[src/rtl/instr_encoder_loader.sv]
// instr_encoder_loader: encodes instruction fields into 32-bit words and streams them into imem via a FIFO.
module instr_encoder_loader #(
   parameter int AW        = 16,
   parameter int DEPTH     = 4,
   parameter int ADDR_STEP = 4
) (
   input  logic          clk,
   input  logic          rst,
   input  logic          start,
   input  logic [AW-1:0] base_addr,
   input  logic          in_valid,
   output logic          in_ready,
   input  logic [3:0]    in_class,
   input  logic [4:0]    in_rd,
   input  logic [4:0]    in_rs1,
   input  logic [4:0]    in_rs2,
   input  logic [4:0]    in_rs3,
   input  logic [11:0]   in_imm,
   input  logic          in_last,
   output logic          imem_we,
   output logic [AW-1:0] imem_addr,
   output logic [31:0]   imem_wdata,
   input  logic          imem_stall,
   output logic          busy,
   output logic          done,
   output logic          err_class,
   output logic [15:0]   wr_count
);
   localparam int PW = $clog2(DEPTH);
   typedef enum logic [1:0] {IDLE, RUN, DRAIN} state_t;
   state_t state, nxt;
   logic [31:0] mem [DEPTH];
   logic [PW-1:0] wp, rp;
   logic [PW:0] cnt;
   logic full, empty, hs, push, pop, drained;
   logic [10:0] dec;
   logic vld, urd, urs1, urs2, urs3, uimm;
   logic [4:0] op;
   logic [31:0] word;
   // dec = {valid, opcode, uses rd/rs1/rs2/rs3/imm}
   always_comb begin
      case (in_class)
         4'd0:    dec = {1'b1, 5'b01101, 5'b11110};
         4'd1:    dec = {1'b1, 5'b00011, 5'b11100};
         4'd2:    dec = {1'b1, 5'b00001, 5'b11000};
         4'd3:    dec = {1'b1, 5'b00101, 5'b11000};
         4'd4:    dec = {1'b1, 5'b10111, 5'b11001};
         4'd5:    dec = {1'b1, 5'b10001, 5'b01101};
         4'd6:    dec = {1'b1, 5'b01010, 5'b01101};
         4'd7:    dec = {1'b1, 5'b11101, 5'b11001};
         4'd8:    dec = {1'b1, 5'b01111, 5'b11001};
         4'd9:    dec = {1'b1, 5'b11110, 5'b10001};
         default: dec = '0;
      endcase
   end
   assign {vld, op, urd, urs1, urs2, urs3, uimm} = dec;
   assign word = {27'b0, op}
               | (urd  ? {22'b0, in_rd,  5'b0}  : 32'b0)
               | (urs1 ? {17'b0, in_rs1, 10'b0} : 32'b0)
               | (urs2 ? {12'b0, in_rs2, 15'b0} : 32'b0)
               | (urs3 ? {7'b0,  in_rs3, 20'b0} : 32'b0)
               | (uimm ? {in_imm, 20'b0}        : 32'b0);
   assign full    = cnt == (PW+1)'(DEPTH);
   assign empty   = cnt == '0;
   assign hs      = in_valid && in_ready;
   assign push    = hs && vld;
   assign imem_we = !empty && !imem_stall;
   assign pop     = imem_we;
   assign imem_wdata = empty ? 32'b0 : mem[rp];
   // FIFO becomes empty by the end of this cycle
   assign drained = empty || (cnt == (PW+1)'(1) && pop);
   always_ff @(posedge clk) begin
      if (push) mem[wp] <= word;
   end
   always_ff @(posedge clk) begin
      if (rst) begin
         wp  <= '0;
         rp  <= '0;
         cnt <= '0;
      end else begin
         if (push) wp <= wp + 1'b1;
         if (pop) rp <= rp + 1'b1;
         cnt <= cnt + (PW+1)'(push) - (PW+1)'(pop);
      end
   end
   always_ff @(posedge clk) begin
      state <= rst ? IDLE : nxt;
   end
   always_comb begin
      nxt = state;
      case (state)
         IDLE:    nxt = start ? RUN : IDLE;
         RUN:     nxt = (hs && in_last) ? DRAIN : RUN;
         DRAIN:   nxt = drained ? IDLE : DRAIN;
         default: nxt = IDLE;
      endcase
   end
   always_comb begin
      in_ready = (state == RUN) && !full;
      busy     = state != IDLE;
   end
   always_ff @(posedge clk) begin
      if (rst) begin
         imem_addr <= '0;
         wr_count  <= '0;
         done      <= 1'b0;
         err_class <= 1'b0;
      end else begin
         done      <= (state == DRAIN) && (nxt == IDLE);
         err_class <= hs && !vld;
         if (state == IDLE && start) begin
            imem_addr <= base_addr;
            wr_count  <= '0;
         end else if (pop) begin
            imem_addr <= imem_addr + AW'(ADDR_STEP);
            wr_count  <= wr_count + 16'(wr_count != 16'hFFFF);
         end
      end
   end
endmodule
[config.mk]
export PLATFORM = sky130hd
export DESIGN_NAME = instr_encoder_loader
export DESIGN_NICKNAME = d
export VERILOG_FILES = /design/src/rtl/instr_encoder_loader.sv
export SDC_FILE = /design/constraint.sdc
export NUM_CORES = 1
export LEC_CHECK = 0
export CORE_UTILIZATION = 23
export CTS_CLUSTER_SIZE = 16
export DETAILED_ROUTE_END_ITERATION = 7
export GPL_ROUTABILITY_DRIVEN = 0
export MAX_ROUTING_LAYER = met4
export SLEW_MARGIN = 20
export SYNTH_ARGS = -nofsm -noshare
export SYNTH_HDL_FRONTEND = slang
export SYNTH_SLANG_ARGS = --single-unit
export TNS_END_PERCENT = 20
[constraint.sdc]
create_clock -name clk -period 2.9 [get_ports clk]
set_clock_uncertainty 0.2 [all_clocks]
set_input_delay 0.435 -clock clk [delete_from_list [all_inputs] [get_ports clk]]
set_output_delay 0.435 -clock clk [all_outputs]
set_load 0.02 [all_outputs]
==> results of run 1 <==
-- placed cells by master (no fill, tap or decap), types with 3 or more instances in the layout --
cell             instances
nor3_1                   6
and2_1                  45
clkinv_4                 4
a21oi_1                 12
nor4b_1                  3
o21ai_0                 17
a211oi_1                 9
ha_1                    13
clkdlybuf4s50_1         94
xor2_1                   5
inv_8                    5
dfxtp_1                 43
xnor2_1                 15
nand4_1                  7
edfxtp_1               128
nor4_1                   5
mux4_2                  32
inv_1                   12
nor2b_1                 12
nor2_1                  35
or3_1                    9
dlymetal6s2s_1           9
buf_12                   6
nand2b_1                 6
a22oi_1                  5
clkbuf_16               17
nand3_1                  8
and2_2                   4
dlygate4sd2_1           21
and3_1                   7
buf_4                   27
nand2_1                 27
a311oi_1                 4
o31ai_1                  3
-- power by group through the flow --
stage	Clock (W)	Combinational (W)	Sequential, W
after floorplan	0	0.00132	0.00291
after global placement	0	0.00239	0.00288
after detailed placement	0	0.00240	0.00288
after CTS	0.00229	0.00230	0.00283
after global routing	0.00236	0.00244	0.00284
final	0.00221	0.00224	0.00283
-- worst max-delay path, stage by stage, from the launching register on --
cell           delay [ps]
dfxtp_2               370
buf_12                220
mux4_2                530
and2_1                220
dlygate4sd2_1         340
-- logic make-up after synthesis --
family	after synthesis
flops	173
xor+xnor	20
simple gates	193
fa+ha+maj	14
buf+inv	37
mux	34
compound gates	60
-- layout make-up --
type,count,area [um^2]
clock buffer,18,429.2
clock inverter,14,145.1
fill,3170,21680
inverter,12,45.04
multi-input combinational,321,2580
sequential,173,4747
tap,402,503.0
timing repair buffer,159,1587
-- routing by layer --
| layer | up-vias | global-route usage (%) | share of wire [%] |
|---|---|---|---|
| li1 | 2306 | - | - |
| met3 | 14 | 1.976 | 3.0 |
| met5 | - | - | 0 |
| met1 | 2373 | 14.64 | 47 |
| met2 | 80 | 18.71 | 49 |
| met4 | 0 | 3.664 | 1.2 |
-- what timing repair did --
action                     CTS  global route
pin swaps                    0             0
gates resized for setup     23            12
hold buffers                 0             0
setup endpoints to repair   30            10
-- sequential cells by signal (all words and copies together), names as in the netlist, named ones only --
signal     count
cnt            3
done           1
err_class      1
imem_addr     16
mem          128
rp             2
state          2
wp             2
wr_count      16
-- worst min-delay path by stage --
stage / startpoint / end / slack [ps] / cells past startpoint
floorplan: state[0] / state[1] / 280 / 1
global placement: imem_addr[0] / imem_addr[0] / 260 / 2
detailed placement: imem_addr[1] / imem_addr[1] / 260 / 2
CTS: imem_addr[1] / imem_addr[1] / 270 / 2
global route: imem_addr[0] / imem_addr[0] / 310 / 2
finish: imem_addr[0] / imem_addr[0] / 270 / 2
-- per-stage QoR --
stage / total power, W / setup TNS, ps / area [um^2] / utilization (%) / hold WS [ps]
final: 0.007285 / 0 / 10040 / 31.64 / 269.5
after global routing: 0.007647 / 0 / 10040 / 31.64 / 311.1
after floorplan: 0.004228 / 0 / 7466 / - / 277.5
after global placement: 0.005271 / -39.22 / 9447 / 29.78 / 258.1
after detailed placement: 0.005279 / -100.5 / 9447 / 29.78 / 259.2
after CTS: 0.007423 / 0 / 10000 / 31.53 / 273.5
==> results.yml, run 1 <==
run_status:
  status: "finished, final reports clean"
pwr:
  swShare_pct: 32.20
  cell_internal_pwr_w: 0.004939
  seqPwrFrac_pct: 38.8
  power.net_switching_w: 0.002346
  p_leak_nw: 3.507
  irDropWorstVdd_mv: 0.3765
  p_per_area_nw_per_um2: 725.9
  pwr-share-clk_pct: 30.4
  combPwrFrac_pct: 30.8
clock_network:
  cts_tree: "built"
  h-tree-depth: 4
  path_clk_slew_ps: 80
  clockBufferDepth: 2
  clock_sinks: 173
  cts_made_buffers: 17
  clkLatencyLatePin_ps: 430
  root_buffer: "clkbuf_16"
  cts_setup_buffers: 0
synthesis:
  synth_seq_cells: 173
  synth.most_common_cell: "edfxtp_1"
  synth_xor_area_share_pct: 2.346
  yosysTopAreaCell: "edfxtp_1"
  netlist_area_um2: 7466
  synth.avg_cell_area_um2: 14.06
  synth-simple-area-share_pct: 14.53
  ys_seq_area_share_pct: 63.55
  yosys-mux-area-fraction_pct: 9.921
  syn_nets: 603
  synth_top_family_by_area: "simple AND/OR/NAND/NOR gates"
  synthAdderAreaFrac_pct: 2.447
  synth-async-reset-ratio_pct: 0
  synth-compound-area-share_pct: 5.145
  ys_warn_count: 0
  netlist.area_leader.share_pct: 51.48
  synth_cell_type_count: 53
  synth_area_leaders: "edfxtp_1, dfxtp_1, mux4_2"
  synth_cells: 531
  synth_common_cells: "edfxtp_1, and2_1, dfxtp_1"
  ys.flop_type: "edfxtp_1"
  synth_edf_count: 128
sta:
  max_freq_mhz: 365.7
  finalCritPeriodShare_pct: 94.29
  relSlewSlack_pct: 64.07
  setup_slack_ps: 165.5
  final-setup-viol-count: 0
  drv_slew: 0
  worstMarginPinSlew_ps: 534.3
  fin_crit_ps: 2735
  hold_violations: 0
  grt_setup_unrepaired: "false"
placement:
  dp.cells: 1067
  io_buffer_count: 126
  hpwl_mm: 12.15
  pre_cts_ws_ps: -100.5
global_route:
  grt_overflow: 0
  grt_pass1_vias: 4906
  antenna_found_initial: 0
  grt_max_degree: 33
  grt.total_usage_pct: 11.53
  grt_pass1_wl_mm: 28.07
floorplanning:
  rows: 65
  die-area_um2: 33180
  die_height_um: 182.2
  core_um2: 31720
  die_w_um: 182.2
  start_util_pct: 23.54
  io_pins: 127
job:
  drv_cap: 0
layout:
  drive_above_1_share_pct: 16.50
  n_antenna_cell: 0
  nets: 756
  stdcell_count: 1099
  syn2layout_area_growth_pct: 34.42
route:
  ant_nets: 0
  drc: 0
  drtIter0Drc: 245
  drt-pass1-iter-count: 4
  wl_per_cell_um: 16.46
  viasPerCell: 4.343
  wl_mm: 18.09
  dr_total_vias: 4773
worst_setup_path:
  critPathArrivalTime_ps: 2100
  r2r_cells: 12
  cp-start-kind: "flip-flop"
  crit_fanout: 21
  critical_path_class: "flip-flop to output pin"
  r2r_setup_slack_ps: 240
  r2r-start: "cnt[0]"
  endpoint: "imem_wdata[10]"
  rr_endpoint: "cnt[2]"
  required_ps: 2270
  crit_path_end_kind: "output pin"
worst_hold_path:
  hp-class: "flip-flop to flip-flop"
(Power assumes the default switching activity.)
==> inputs of run 2 (changes only) <==
--- a/config.mk
+++ b/config.mk
@@ -10,6 +10,7 @@
 export DETAILED_ROUTE_END_ITERATION = 7
 export GPL_ROUTABILITY_DRIVEN = 0
 export MAX_ROUTING_LAYER = met4
+export PLACE_DENSITY = 0.51
 export SLEW_MARGIN = 20
 export SYNTH_ARGS = -nofsm -noshare
 export SYNTH_HDL_FRONTEND = slang
==> run 2 against run 1 <==
Sequential cell count unchanged; clock power up 7%; critical endpoint unchanged; sequential share of layout area down 0.10 points; maximum frequency up 0.11%; cell count about the same; total power up 2.2%; first-iteration DRC count down 3.3%.
==> results.yml, run 2 (synthesis results as in run 1) <==
global_route:
  grt_pass1_vias: 4943
  grt.total_usage_pct: 12.06
  grt_max_degree: 33
  grt_overflow: 0
  grt_pass1_wl_mm: 28.96
  antenna_found_initial: 1
worst_setup_path:
  required_ps: 2270
  path_delay_family: "buffers and inverters"
  critPathArrivalTime_ps: 2100
  path_cells: "buf_12, mux4_2, and2_1, dlygate4sd2_1"
  path_buf_inv: 2
  slowest_stage: "mux4_2"
  critical_path_class: "flip-flop to output pin"
  critical-path-max-stage-delay_ps: 530
  crit_fanout: 16
  cp-start-kind: "flip-flop"
  crit_path_end_kind: "output pin"
sta:
  final-setup-viol-count: 0
  relSlewSlack_pct: 64.56
  setup_slack_ps: 168.3
  drv_slew: 0
  finalCritPeriodShare_pct: 94.20
  fin_crit_ps: 2732
  worstMarginPinSlew_ps: 526.1
  finalSetupTns_ps: 0
  hold_violations: 0
  max_freq_mhz: 366.1
  grt_setup_unrepaired: "false"
route:
  wl_mm: 18.55
  wl_per_cell_um: 16.87
  ant_nets: 0
  drtIter0Drc: 237
  drt-pass1-iter-count: 4
  dr_total_vias: 4786
  drc: 0
  viasPerCell: 4.351
worst_hold_path:
  hp-class: "flip-flop to flip-flop"
floorplanning:
  die-area_um2: 33180
  io_pins: 127
  rows: 65
  die_w_um: 182.2
  die_height_um: 182.2
  start_util_pct: 23.54
  core_um2: 31720
clock_network:
  cts_tree: "built"
  path_clk_slew_ps: 80
  clockBufferDepth: 2
  hold_buffers: 0
  root_buffer: "clkbuf_16"
  cts_made_buffers: 17
  h-tree-depth: 4
  cts_setup_buffers: 0
  clock_sinks: 173
  clkLatencyLatePin_ps: 430
layout:
  drive_above_1_share_pct: 16.76
  stdcell_count: 1100
  nets: 757
  top_regs: "mem: 128 flops, imem_addr: 16 flops, wr_count: 16 flops"
  final_cell_mix: "edfxtp_1, clkdlybuf4s50_1, and2_1"
  mostFrequentLayoutCell: "edfxtp_1"
  regMostFlops: "mem"
  syn2layout_area_growth_pct: 34.82
  largest_register_ffs: 128
  n_antenna_cell: 0
run_status:
  status: "finished, final reports clean"
pwr:
  p_per_area_nw_per_um2: 739.5
  p_leak_nw: 3.438
  irDropWorstVdd_mv: 0.3204
  power_w: 0.007444
placement:
  pre_cts_ws_ps: -47.14
  dp.cells: 1067
  hpwl_mm: 12.47
  io_buffer_count: 126
job:
  drv_cap: 0
## run 2: cell count changes in the layout (fill, tap and decap cells not counted), sizes merged
| cell | change |
|---|---|
| clkbuf | -1 |
| clkinv | +2 |
| dlygate4sd2 | +10 |
| dlymetal6s2s | -9 |
| inv | -1 |
## run 2: final timing paths
check	from	endpoint	slack, ps	cells after the start
max	flip-flop	imem_wdata[10]	170	4
min	imem_addr[1]	imem_addr[1]	260	2
max reg2reg	cnt[0]	cnt[2]	240	12
min reg2reg	imem_addr[1]	imem_addr[1]	260	2
## run 2: worst min-delay path: cells and delay by family, from the launching register on
kind	cells	cell delay, ps
flops	1	310
simple gates	1	50
compound gates	1	50
## run 2: through the flow
| step | hold slack (ps) | area (um^2) | utilization (%) |
|---|---|---|---|
| finish | 259.4 | 10070 | 31.74 |
| global route | 301.8 | 10070 | 31.74 |
| CTS | 262.4 | 10060 | 31.72 |
| detailed placement | 251.0 | 9437 | 29.75 |
| global placement | 255.3 | 9437 | 29.75 |
| floorplan | 277.5 | 7466 | - |
## run 2: layout make-up
cell class	count	area, um^2
clock buffers	17	425.4
repair buffers	160	1558
fillers	3189	21650
clock inverters	15	206.4
multi-input cells	321	2577
inverters	12	45.04
flip-flops and latches	173	4751
well taps	402	503.0
## run 2: repair_timing
item / CTS / global route
resized for setup: 33 / 2
endpoints found under the hold margin: 0 / 0
gates cloned: 1 / 0
endpoints found under the setup margin: 31 / 1
## run 2: where the power goes
group	switching [W]	internal [W]	leakage (nW)
clock	0.00117	0.00119	0.303
combinational	0.00119	0.00103	1.59
sequential	0.0000924	0.00276	1.54
total	0.00246	0.00498	3.44
## run 2: layer usage
layer  vias to the layer above  wire [um]  track usage, %
met5                         -          0               -
met3                         7        546           2.594
met2                        86       9236           19.79
li1                       2311          -               -
met4                         0        157           3.193
met1                      2382       8613           15.03
==> inputs of run 3 (changes only) <==
--- a/config.mk
+++ b/config.mk
@@ -5,12 +5,14 @@
 export SDC_FILE = /design/constraint.sdc
 export NUM_CORES = 1
 export LEC_CHECK = 0
+export CELL_PAD_IN_SITES_DETAIL_PLACEMENT = 1
+export CELL_PAD_IN_SITES_GLOBAL_PLACEMENT = 1
 export CORE_UTILIZATION = 23
 export CTS_CLUSTER_SIZE = 16
 export DETAILED_ROUTE_END_ITERATION = 7
 export GPL_ROUTABILITY_DRIVEN = 0
 export MAX_ROUTING_LAYER = met4
-export PLACE_DENSITY = 0.51
+export PLACE_DENSITY = 0.5
 export SLEW_MARGIN = 20
 export SYNTH_ARGS = -nofsm -noshare
 export SYNTH_HDL_FRONTEND = slang
==> run 3 against run 2 <==
First-iteration DRC count decreased by 20%; global-route usage increased by 0.43 points; via count increased by 0.90%; highest routed layer unchanged; largest cell class unchanged; critical endpoint is now cnt[2]; sequential share of layout area increased by 0.23 points; sequential power about the same; clock power about the same; largest power group unchanged.
==> results.yml, run 3 (synthesis results as in run 1) <==
pwr:
  power_w: 0.007467
  p_per_area_nw_per_um2: 745.4
  cell_internal_pwr_w: 0.005171
  p_leak_nw: 3.389
  irDropWorstVdd_mv: 0.3978
  pwr-share-clk_pct: 31.9
  power.net_switching_w: 0.002296
  combPwrFrac_pct: 29.8
  seqPwrFrac_pct: 38.3
  swShare_pct: 30.75
sta:
  max_freq_mhz: 371.2
  fin_crit_ps: 2694
  worstMarginPinSlew_ps: 539.9
  grt_setup_unrepaired: "false"
  final-setup-viol-count: 0
  relSlewSlack_pct: 63.89
  finalCritPeriodShare_pct: 92.89
  hold_violations: 0
  drv_slew: 0
floorplanning:
  io_pins: 127
  die_w_um: 182.2
  die_height_um: 182.2
  core_um2: 31720
  rows: 65
  die-area_um2: 33180
  start_util_pct: 23.54
global_route:
  antenna_found_initial: 0
  grt_pass1_vias: 5285
  grt_max_degree: 33
  grt.total_usage_pct: 12.49
  grt_overflow: 0
  grt_pass1_wl_mm: 30.11
clock_network:
  cts_tree: "built"
  clockBufferDepth: 2
  path_clk_slew_ps: 70
  cts_made_buffers: 17
  clkLatencyLatePin_ps: 430
  root_buffer: "clkbuf_16"
  clock_sinks: 173
  hold_buffers: 0
  h-tree-depth: 4
layout:
  top_regs: "mem: 128 flops, imem_addr: 16 flops, wr_count: 16 flops"
  regArea_um2: 4751
  fillCellCount: 3377
  multi_input_area_um2: 2577
  n_antenna_cell: 0
  mostFrequentLayoutCell: "edfxtp_1"
  syn2layout_area_growth_pct: 34.17
  drive_above_1_share_pct: 15.36
  stdcell_count: 1092
  nets: 749
  largest_register_ffs: 128
  regMostFlops: "mem"
  final_cell_mix: "edfxtp_1, clkdlybuf4s50_1, and2_1"
worst_setup_path:
  r2r_setup_slack_ps: 210
  cp-start-kind: "flip-flop"
  crit_fanout: 5
  crit_path_end_kind: "flip-flop"
  r2r-start: "cnt[0]"
  critical_path_class: "flip-flop to flip-flop"
  critPathArrivalTime_ps: 2820
  required_ps: 3030
  rr_endpoint: "cnt[2]"
  r2r_cells: 12
worst_hold_path:
  hp-class: "flip-flop to flip-flop"
  worstHoldEndpoint: "imem_addr[0]"
  min_from: "imem_addr[0]"
  hold_depth: 2
run_status:
  status: "finished, final reports clean"
route:
  wl_mm: 19.37
  dr_total_vias: 4829
  wl_per_cell_um: 17.74
  drt-pass1-iter-count: 4
  drc: 0
  ant_nets: 0
  drtIter0Drc: 190
  viasPerCell: 4.422
placement:
  dp.cells: 1060
  hpwl_mm: 13.10
  io_buffer_count: 126
job:
  drv_cap: 0
[run 3: layout make-up]
class	count	area share (%)
clock inverters	15	1.861
flip-flops and latches	173	47.43
well taps	402	5.021
repair buffers	152	15.26
multi-input cells	321	25.73
clock buffers	17	4.247
inverters	12	0.4497
[run 3: worst max path at each step]
stage / start / to / slack [ps] / cells past startpoint
detailed placement: in_class[2] / cnt[2] / -240 / 12
global placement: in_class[1] / cnt[2] / -150 / 12
global route: state[0] / cnt[2] / 10 / 12
finish: cnt[0] / cnt[2] / 210 / 12
floorplan: in_class[2] / cnt[2] / 210 / 12
CTS: cnt[2] / in_ready / 130 / 3
[run 3: routing by layer]
| metal | wire length [um] | vias up | GRT usage [%] |
|---|---|---|---|
| met5 | 0 | - | - |
| met4 | 174 | 0 | 3.899 |
| met3 | 908 | 15 | 3.193 |
| met2 | 9394 | 127 | 20.41 |
| met1 | 8892 | 2404 | 15.08 |
| li1 | - | 2283 | - |
[run 3: power groups by stage]
stage	clock network (W)	registers, W	logic, W
2_1_floorplan	0	0.00291	0.00132
3_3_place_gp	0	0.00291	0.00243
3_5_place_dp	0	0.00291	0.00246
4_1_cts	0.00247	0.00286	0.00230
5_1_grt	0.00255	0.00287	0.00242
6_report	0.00238	0.00286	0.00223
[run 3: through the flow]
| stage | utilization, % | hold slack (ps) | instance area, um^2 | setup TNS (ps) | setup WS [ps] |
|---|---|---|---|---|---|
| global route | 31.58 | 301.4 | 10020 | 0 | 13.98 |
| detailed placement | 29.75 | 262.2 | 9437 | -236.9 | -236.9 |
| floorplan | - | 277.5 | 7466 | 0 | 210.8 |
| finish | 31.58 | 274.7 | 10020 | 0 | 206.2 |
| CTS | 31.58 | 281.4 | 10020 | 0 | 129.0 |
| global placement | 29.75 | 249.9 | 9437 | -154.3 | -154.3 |
[run 3: what timing repair did]
action / 4_1_cts / 5_1_grt
gates resized for setup: 34 / 1
setup buffers: 0 / 0
endpoints found under the setup margin: 32 / 1
[run 3: critical path, cell delays in order, from the launching register on]
cell     delay, ps
dfxtp_1        360
or3b_2         530
nand3_1        150
nor2b_1         70
inv_1           70
ha_1           220
inv_1           60
ha_1           130
inv_1           50
fa_1           380
xor2_1         180
xnor2_1        130
nor2_1          60
